**src/rtl/clk_div_pkg.sv**
```systemverilog
// Shared constants for the three-channel clock divider.
package clk_div_pkg;
    localparam int NCH       = 3;
    localparam int DIV_W_DEF = 28;
    localparam int DIV_STOP  = 0;
endpackage

```
**src/rtl/div_chan.sv**
```systemverilog
// One divider channel: up-counter, active/pending divisor, square wave and toggle tick.
module div_chan
    import clk_div_pkg::*;
#(
    parameter int DIV_W   = DIV_W_DEF,
    parameter int DEF_DIV = 15
) (
    input  logic             clk_in,
    input  logic             rst_n,
    input  logic             en_in,
    input  logic             upd_acc,
    input  logic [DIV_W-1:0] upd_div,
    output logic             clk_out,
    output logic             tick,
    output logic             pv
);
    localparam logic [DIV_W-1:0] DEF_Q  = DIV_W'(DEF_DIV);
    localparam logic [DIV_W-1:0] STOP_Q = DIV_W'(DIV_STOP);

    logic [DIV_W-1:0] cnt_q, cnt_d, div_q, div_d, pdiv_q, pdiv_d;
    logic             pv_q, pv_d, clk_q, clk_d, tick_q, tick_d;
    logic             wrap;

    assign wrap = (div_q != STOP_Q) && (cnt_q == div_q - DIV_W'(1));

    always_comb begin
        cnt_d  = cnt_q;
        div_d  = div_q;
        pdiv_d = pdiv_q;
        pv_d   = pv_q;
        clk_d  = clk_q;
        tick_d = 1'b0;
        if (en_in) begin
            if (div_q == STOP_Q) begin
                // stopped channel picks up a pending divisor right away, restarting low
                cnt_d = '0;
                clk_d = 1'b0;
                if (pv_q) begin
                    div_d = pdiv_q;
                    pv_d  = 1'b0;
                end
            end else if (wrap) begin
                cnt_d  = '0;
                clk_d  = ~clk_q;
                tick_d = 1'b1;
                if (pv_q) begin
                    div_d = pdiv_q;
                    pv_d  = 1'b0;
                    if (pdiv_q == STOP_Q) clk_d = 1'b0;
                end
            end else begin
                cnt_d = cnt_q + DIV_W'(1);
            end
        end
        // acceptance requires pv_q==0, so it never collides with an apply above
        if (upd_acc) begin
            pdiv_d = upd_div;
            pv_d   = 1'b1;
        end
    end

    always_ff @(posedge clk_in) begin
        if (!rst_n) begin
            cnt_q  <= '0;
            div_q  <= DEF_Q;
            pdiv_q <= '0;
            pv_q   <= 1'b0;
            clk_q  <= 1'b0;
            tick_q <= 1'b0;
        end else begin
            cnt_q  <= cnt_d;
            div_q  <= div_d;
            pdiv_q <= pdiv_d;
            pv_q   <= pv_d;
            clk_q  <= clk_d;
            tick_q <= tick_d;
        end
    end

    assign clk_out = clk_q;
    assign tick    = tick_q;
    assign pv      = pv_q;
endmodule

```
**src/rtl/clk_div_ctrl.sv**
```systemverilog
// Three independent clock dividers with a per-channel single-entry update handshake.
module clk_div_ctrl
    import clk_div_pkg::*;
#(
    parameter int DIV_W    = DIV_W_DEF,
    parameter int DEF_DIV0 = 15,
    parameter int DEF_DIV1 = 30,
    parameter int DEF_DIV2 = 60
) (
    input  logic             clk_in,
    input  logic             rst_n,
    input  logic             en_in,
    input  logic             cfg_valid,
    input  logic [1:0]       cfg_sel,
    input  logic [DIV_W-1:0] cfg_div,
    output logic             cfg_ready,
    output logic [NCH-1:0]   clk_out,
    output logic [NCH-1:0]   tick,
    output logic             busy
);
    logic [NCH-1:0] pv, acc;
    logic [3:0]     pv_ext;

    // sel==3 maps onto a permanently "pending" slot so it can never be accepted
    assign pv_ext    = {1'b1, pv};
    assign cfg_ready = (cfg_sel != 2'd3) && !pv_ext[cfg_sel];
    assign busy      = |pv;

    always_comb begin
        acc = '0;
        for (int i = 0; i < NCH; i++)
            acc[i] = cfg_valid && cfg_ready && (cfg_sel == 2'(i));
    end

    for (genvar g = 0; g < NCH; g++) begin : g_ch
        localparam int DEF = (g == 0) ? DEF_DIV0 : (g == 1) ? DEF_DIV1 : DEF_DIV2;
        div_chan #(
            .DIV_W  (DIV_W),
            .DEF_DIV(DEF)
        ) u_chan (
            .clk_in (clk_in),
            .rst_n  (rst_n),
            .en_in  (en_in),
            .upd_acc(acc[g]),
            .upd_div(cfg_div),
            .clk_out(clk_out[g]),
            .tick   (tick[g]),
            .pv     (pv[g])
        );
    end
endmodule

```
**config.mk**
```make
export PLATFORM = sky130hd
export DESIGN_NAME = clk_div_ctrl
export DESIGN_NICKNAME = d
export VERILOG_FILES = /design/src/rtl/clk_div_pkg.sv /design/src/rtl/div_chan.sv /design/src/rtl/clk_div_ctrl.sv
export SDC_FILE = /design/constraint.sdc
export NUM_CORES = 1
export LEC_CHECK = 0
export ABC_AREA = 1
export CORE_MARGIN = 2
export CORE_UTILIZATION = 56
export CTS_CLUSTER_SIZE = 20
export DETAILED_ROUTE_END_ITERATION = 8
export PLACE_DENSITY = 0.71
export SLEW_MARGIN = 5
export SYNTH_ARGS = -nofsm -noshare
export SYNTH_HDL_FRONTEND = slang
export SYNTH_HIERARCHICAL = 1
export SYNTH_SLANG_ARGS = --single-unit
```
**constraint.sdc**
```tcl
create_clock -name clk_in -period 2.8 [get_ports clk_in]
set_clock_uncertainty 0.2 [all_clocks]
set_input_delay 0.7 -clock clk_in [delete_from_list [all_inputs] [get_ports clk_in]]
set_output_delay 0.7 -clock clk_in [all_outputs]
set_load 0.02 [all_outputs]
```
==> results of run 1 <==
-- logic make-up after synthesis --
family	Yosys count	share of synthesized area, %
AND/OR/NAND/NOR	1549	42.95
flip-flops	261	34.10
AO/OA/AOI/OAI	183	6.296
buffers and inverters	340	8.860
XOR/XNOR	123	7.300
adder cells (fa/ha/maj)	6	0.4899
-- layout make-up --
class,count,area share (%)
clock buffer,36,4.116
clock inverter,15,0.9549
inverter,266,5.255
multi-input combinational,1861,50.37
sequential,261,27.67
tap,341,2.246
timing repair buffer,175,9.384
-- worst max path at each step --
stage	from	end	slack, ns	depth (start not counted)
2_1_floorplan	en_in	g_ch[2].u_chan/cnt_q[20]$_SDFFE_PN0P_	0.19	11
3_3_place_gp	cfg_sel[0]	cfg_ready	-0.28	7
3_5_place_dp	cfg_sel[0]	cfg_ready	-0.27	7
4_1_cts	g_ch[0].u_chan/div_q[1]$_SDFFE_PN1P_	g_ch[0].u_chan/div_q[9]$_SDFFE_PN0P_	0.005	18
5_1_grt	g_ch[2].u_chan/div_q[1]$_SDFFE_PN0P_	g_ch[2].u_chan/div_q[21]$_SDFFE_PN0P_	-0.24	22
6_report	g_ch[2].u_chan/div_q[1]$_SDFFE_PN0P_	g_ch[2].u_chan/div_q[21]$_SDFFE_PN0P_	-0.07	20
-- critical path: cells and delay by family (launching register included) --
kind / cells / cell delay, ns
flops: 1 / 0.33
fa+ha+maj: 1 / 0.17
buf+inv: 3 / 0.44
simple gates: 16 / 1.65
-- state kept, by name, summed over array words and instances, names as in the netlist --
name and flops:
g_ch.u_chan/cnt_q 84, g_ch.u_chan/tick 3, g_ch.u_chan/pdiv_q 84, g_ch.u_chan/pv 3
g_ch.u_chan/clk_out 3, g_ch.u_chan/div_q 84
-- routing by layer --
metal / up-vias / wire, µm
met5: - / 0
met3: 129 / 3144
met2: 602 / 22800
li1: 8017 / -
met4: 0 / 2267
met1: 7521 / 20770
-- layout by cell type, fill, tap and decap left out, types with 57 or more instances in the layout --
cell and count:
nor2_1 507, dfxtp_1 237, xor2_1 102, nand4_1 57
nand2_2 68, nand3_1 113, o21ai_0 112, inv_1 253
nor2_2 73, nand2_1 532, buf_4 101
-- what timing repair did --
action,4_1_cts,5_1_grt
setup buffers,0,23
pin swaps,2,62
resized for setup,8,283
cloned,0,14
endpoints found under the setup margin,34,170
-- power by group --
part           switching, mW  leakage [nW]  total (mW)  internal (mW)
sequential            0.0707          2.12        3.86           3.79
combinational          0.282          6.61       0.434          0.153
clock                   1.56         0.480        3.89           2.33
-- metrics by stage --
stage	cell area, µm²	hold slack (ns)	util, %
floorplan	15320	0.2413	-
global placement	16660	0.2690	61.98
detailed placement	16660	0.2755	61.98
CTS	17640	0.2851	65.64
global route	19000	0.3067	70.69
finish	19000	0.2862	70.69
==> results.sh, run 1 <==
export IMPL_fin_ws_ns=-0.07174
export IMPL_syn_cell_area_um2=15320
export IMPL_vdd_drop_max_v=0.0004809
export IMPL_syn_inst=2462
export IMPL_multiInputGateArea_um2=9570
export IMPL_hold_viol_final=0
export IMPL_synth_common_cells="nand2_1 (616), nor2_1 (592), dfxtp_1 (261), inv_1 (261), nand3_1 (123)"
export IMPL_hold_buffers=0
export IMPL_rr_worst_depth=20
export IMPL_path_cells="inv_2 -> ha_4 -> nand2_4 -> nor2_4 -> buf_6 -> nand3b_1 -> nand2_1 -> nand2_1 -> nor2_2 -> nand2_1 -> nor2_1 -> nand2_1 -> nor2_2 -> nand2_2 -> nand2_4 -> nand3_4 -> buf_12 -> nand2_1 -> nand2_1 -> nor2_2"
export IMPL_drive_gt1_share_pct=17.29
export IMPL_path_class="flip-flop to flip-flop"
export IMPL_dieArea_um2=28700
export IMPL_worstHoldStart="g_ch[2].u_chan/pdiv_q[27]$_SDFFE_PN0P_"
export IMPL_gp_congestion=0.9577
export IMPL_dp_hpwl_um=35700
export IMPL_grt_util_met1_pct=42.22
export IMPL_area_growth_syn_to_layout_pct=24.00
export IMPL_violations="negative setup slack"
export IMPL_powerDensity_nw_per_um2=430.6
export IMPL_synth_distinct_cells=42
export IMPL_tightest_slew_ns=0.8420
export IMPL_r2r_start="g_ch[2].u_chan/div_q[1]$_SDFFE_PN0P_"
export IMPL_drt_iter0_drc=1327
export IMPL_ioPinCount=42
export IMPL_grt_ovfl_total=0
export IMPL_yosysSeqAreaShare_pct=34.10
export IMPL_finalPower_mw=8.182
export IMPL_firstDrtPassIters=6
export IMPL_timing_fmax_mhz=348.2
export IMPL_status="finished with violations"
export IMPL_holdPathEnd="g_ch[2].u_chan/pdiv_q[27]$_SDFFE_PN0P_"
export IMPL_grt_util_met2_pct=53.26
export IMPL_synthArstFlopShare_pct=0
export IMPL_fin_crit_sh_pct=102.6
export IMPL_grt_util_met3_pct=3.568
export IMPL_wl_per_cell_um=16.58
export IMPL_grt_pass1_vias=14333
export IMPL_die_y_um=169.4
export IMPL_critical_path_arrival_ns=3.16
export IMPL_min_period_ns=2.872
export IMPL_cp_required_ns=3.09
export IMPL_synth_most_common_cell="nand2_1"
export IMPL_hold_depth=2
export IMPL_drc=0
export IMPL_drt_total_wl_um=48990
export IMPL_fillers=2389
export IMPL_busiest_layer="met2"
export IMPL_synthFlopType="dfxtp_1"
export IMPL_synth_top_cell_by_area="dfxtp_1"
export IMPL_maxCapViolCount=0
export IMPL_critPathMostFrequentCell="nand2_1"
export IMPL_initial_core_util_pct=57.01
export IMPL_syn_area_per_cell_um2=6.223
export IMPL_root_buffer="clkbuf_16"
export IMPL_cts_buffers=28
export IMPL_cts_tree="done"
export IMPL_power_leakage_nw=9.210
export IMPL_grt_first_pass_wirelength_um=73420
export IMPL_placed_cells=2867
export IMPL_synth_seq_cells=261
export IMPL_hp_class="flip-flop to flip-flop"
export IMPL_path_clk_slew_ns=0.07
export IMPL_cts_sinks=261
export IMPL_die_width_um=169.4
export IMPL_clockBufferDepth=3
export IMPL_start_kind="flip-flop"
export IMPL_worstReg2RegEnd="g_ch[2].u_chan/div_q[21]$_SDFFE_PN0P_"
export IMPL_antenna_cells=0
export IMPL_grt_max_degree=68
export IMPL_max_slew_margin_pct=43.35
export IMPL_numPortBuffers=41
export IMPL_finalSetupViolations=29
export IMPL_syn_nets=2502
export IMPL_finalSetupTns_ns=-0.7755
export IMPL_critPathCaptureType="flip-flop"
export IMPL_crit_fanout=7
export IMPL_clk_latency_ns=0.55
export IMPL_synth_top_area_share_pct=34.10
export IMPL_gr_usage_all_layers_pct=31.80
export IMPL_drv_slew=0
export IMPL_cpPeakStageDelay_ns=0.33
export IMPL_htree_levels=1
export IMPL_rows=60
export IMPL_final_cells=2955
export IMPL_yosys_warnings=6
export IMPL_final_nets=2633
export IMPL_dp_worst_setup_slack_ns=-0.2721
export IMPL_core_um2=26880
export IMPL_antenna_found_initial=0
export IMPL_cp_slowest_cell="dfxtp_2"
export IMPL_synth_edff_count=0
export IMPL_viasPerCell=5.506
export IMPL_via_count=16269
export IMPL_rsz0062_at_grt="yes"
export IMPL_ys_top_cells_by_area="dfxtp_1 (34%), nand2_1 (15%), nor2_1 (15%)"
export IMPL_regArea_um2=5258
export IMPL_antenna_left=0
export IMPL_ff2ff_setup_slack_ns=-0.07
Note: power is estimated with default switching activity, not from simulation.
==> inputs of run 2 (changes only) <==
Clock period 2.8 ns to 3.6 ns, I/O delays scaled along.
==> run 2 against run 1 <==
  * The run now ends clean
  * Core utilization decreased by 7.2 points
  * Final cell count decreased by 3.6%
  * Worst hold slack unchanged
  * Sequential share of layout area grew 2.9 points
  * Clock power down 19%
  * Combinational power is 26% lower
  * Critical endpoint is now cfg_ready
  * Largest cell class unchanged
==> results.sh, run 2 (same netlist as run 1, synthesis figures left out) <==
export IMPL_ioPinCount=42
export IMPL_die_y_um=169.4
export IMPL_power_leakage_nw=8.529
export IMPL_die_width_um=169.4
export IMPL_final_nets=2529
export IMPL_dieArea_um2=28700
export IMPL_cts_tree="done"
export IMPL_fin_crit_sh_pct=96.54
export IMPL_gr_usage_all_layers_pct=31.65
export IMPL_max_slew_margin_pct=45.05
export IMPL_fin_hold_ws_ns=0.2862
export IMPL_drt_total_wl_um=45350
export IMPL_viasPerCell=5.434
export IMPL_regArea_um2=5225
export IMPL_antenna_cells=0
export IMPL_crit_path_start="cfg_sel[0]"
export IMPL_drt_iter0_drc=1229
export IMPL_timing_fmax_mhz=287.7
export IMPL_status="complete, no violations"
export IMPL_antenna_found_initial=0
export IMPL_htree_levels=1
export IMPL_finalSetupTns_ns=0
export IMPL_root_buffer="clkbuf_16"
export IMPL_clockPowerShare_pct=48.9
export IMPL_ff2ff_setup_slack_ns=0.36
export IMPL_sw_frac_of_total_pct=23.06
export IMPL_start_kind="input pin"
export IMPL_tightest_slew_ns=0.8167
export IMPL_area_growth_syn_to_layout_pct=11.45
export IMPL_layout_top_registers="g_ch.u_chan/cnt_q: 84 flops, g_ch.u_chan/div_q: 84 flops, g_ch.u_chan/pdiv_q: 84 flops"
export IMPL_grt_ovfl_total=0
export IMPL_crit_fanout=5
export IMPL_core_um2=26880
export IMPL_post_cts_buffers=0
export IMPL_min_period_ns=3.475
export IMPL_hp_class="flip-flop to flip-flop"
export IMPL_grt_first_pass_wirelength_um=72960
export IMPL_wl_per_cell_um=15.92
export IMPL_rsz0062_at_grt="no"
export IMPL_critPathCaptureType="primary output"
export IMPL_rows=60
export IMPL_p_int_mw=4.997
export IMPL_cp_required_ns=2.50
export IMPL_r2r_start="g_ch[2].u_chan/div_q[0]$_SDFFE_PN0P_"
export IMPL_vdd_drop_max_v=0.0003755
export IMPL_cts_sinks=261
export IMPL_numPortBuffers=41
export IMPL_drv_slew=0
export IMPL_cts_buffers=29
export IMPL_worstReg2RegEnd="g_ch[2].u_chan/div_q[6]$_SDFFE_PN0P_"
export IMPL_critical_path_arrival_ns=2.38
export IMPL_path_class="input pin to primary output"
export IMPL_initial_core_util_pct=57.01
export IMPL_firstDrtPassIters=8
export IMPL_rr_worst_depth=18
export IMPL_antenna_left=0
export IMPL_finalSetupViolations=0
export IMPL_cp_slowest_cell="clkdlybuf4s50_1"
export IMPL_gp_congestion=0.9607
export IMPL_final_common_cell="nand2_1"
export IMPL_seq_power_share_pct=46.1
export IMPL_path_cells="clkdlybuf4s50_1 -> nand2_1 -> inv_1 -> nor2_2 -> nor2_1 -> nor2_1 -> clkdlybuf4s50_1"
export IMPL_drc=0
export IMPL_powerDensity_nw_per_um2=380.4
export IMPL_grt_pass1_vias=14496
export IMPL_grt_max_degree=78
export IMPL_crit_path_end="cfg_ready"
export IMPL_p_switching_mw=1.498
export IMPL_clk_latency_ns=0.57
export IMPL_combinationalPowerShare_pct=5.0
export IMPL_clockBufferDepth=3
export IMPL_via_count=15481
export IMPL_multiInputGateArea_um2=8745
export IMPL_dp_hpwl_um=34860
export IMPL_fillers=2628
export IMPL_drive_gt1_share_pct=4.904
export IMPL_maxCapViolCount=0
export IMPL_cpPeakStageDelay_ns=0.60
export IMPL_hold_viol_final=0
export IMPL_mostFrequentLayoutCells="nand2_1 (616), nor2_1 (592), inv_1 (261), dfxtp_1 (261), nand3_1 (123)"
export IMPL_path_clk_slew_ns=0.06
==> run 2: changes by cell type in the layout (fill, tap and decap cells not counted), sizes merged <==
cell,before,now
buf,126,31
clkbuf,47,41
clkinv,12,5
clkdlybuf4s50,38,39
inv,264,265
==> run 2: repair_timing <==
item	in CTS	in global routing
gates resized for setup	0	1
hold buffers	0	0
endpoints found under the setup margin	0	52
==> run 2: routing by layer <==
layer	share of wire, %	vias up	global-route usage (%)
met4	5.1	0	14.46
met2	46	495	53.33
met3	6.2	113	3.591
li1	-	7821	-
met5	0	-	0
met1	43	7052	40.79
==> run 2: power groups by stage <==
stage | sequential [mW] | combinational [mW] | clock (mW)
after floorplan | 3.04 | 0.180 | 0
after global placement | 3.06 | 0.315 | 0
after detailed placement | 3.06 | 0.319 | 0
after CTS | 3.00 | 0.321 | 3.23
after global routing | 3.00 | 0.351 | 3.35
final | 3.00 | 0.323 | 3.17
==> run 2: metrics by stage <==
| step | util (%) | setup WS (ns) | cells | power, mW | area (µm²) |
|---|---|---|---|---|---|
| global placement | 59.71 | 0.1280 | 2799 | 3.373 | 16050 |
| CTS | 63.52 | 0.1170 | 2849 | 6.544 | 17070 |
| floorplan | - | 0.7914 | 2462 | 3.219 | 15320 |
| global route | 63.54 | 0.01021 | 2849 | 6.701 | 17080 |
| detailed placement | 59.71 | 0.1203 | 2799 | 3.377 | 16050 |
| finish | 63.54 | 0.1247 | 2849 | 6.495 | 17080 |
==> run 2: worst min path at each step <==
stage	end	startpoint	cells after the start	slack [ns]
after floorplan	g_ch[2].u_chan/pdiv_q[5]$_SDFFE_PN0P_	g_ch[2].u_chan/pdiv_q[5]$_SDFFE_PN0P_	2	0.24
after global placement	g_ch[2].u_chan/pdiv_q[1]$_SDFFE_PN0P_	g_ch[2].u_chan/pdiv_q[1]$_SDFFE_PN0P_	2	0.27
after detailed placement	g_ch[2].u_chan/pdiv_q[1]$_SDFFE_PN0P_	g_ch[2].u_chan/pdiv_q[1]$_SDFFE_PN0P_	2	0.27
after CTS	g_ch[2].u_chan/pdiv_q[0]$_SDFFE_PN0P_	g_ch[2].u_chan/pdiv_q[0]$_SDFFE_PN0P_	2	0.28
after global routing	g_ch[2].u_chan/pdiv_q[0]$_SDFFE_PN0P_	g_ch[2].u_chan/pdiv_q[0]$_SDFFE_PN0P_	2	0.31
final	g_ch[2].u_chan/pdiv_q[0]$_SDFFE_PN0P_	g_ch[2].u_chan/pdiv_q[0]$_SDFFE_PN0P_	2	0.29
==> run 2: cell type report <==
cell class	count	share of cell area [%]
clock inverters	9	0.9525
clock buffers	41	5.041
repair buffers	70	3.854
multi-input cells	1861	51.21
well taps	341	2.499
flip-flops and latches	261	30.60
inverters	266	5.847
==> run 2: worst max-delay path, delay by kind of cell <==
kind	cells	cell delay [ns]
buf+inv	3	1.12
simple gates	4	0.34
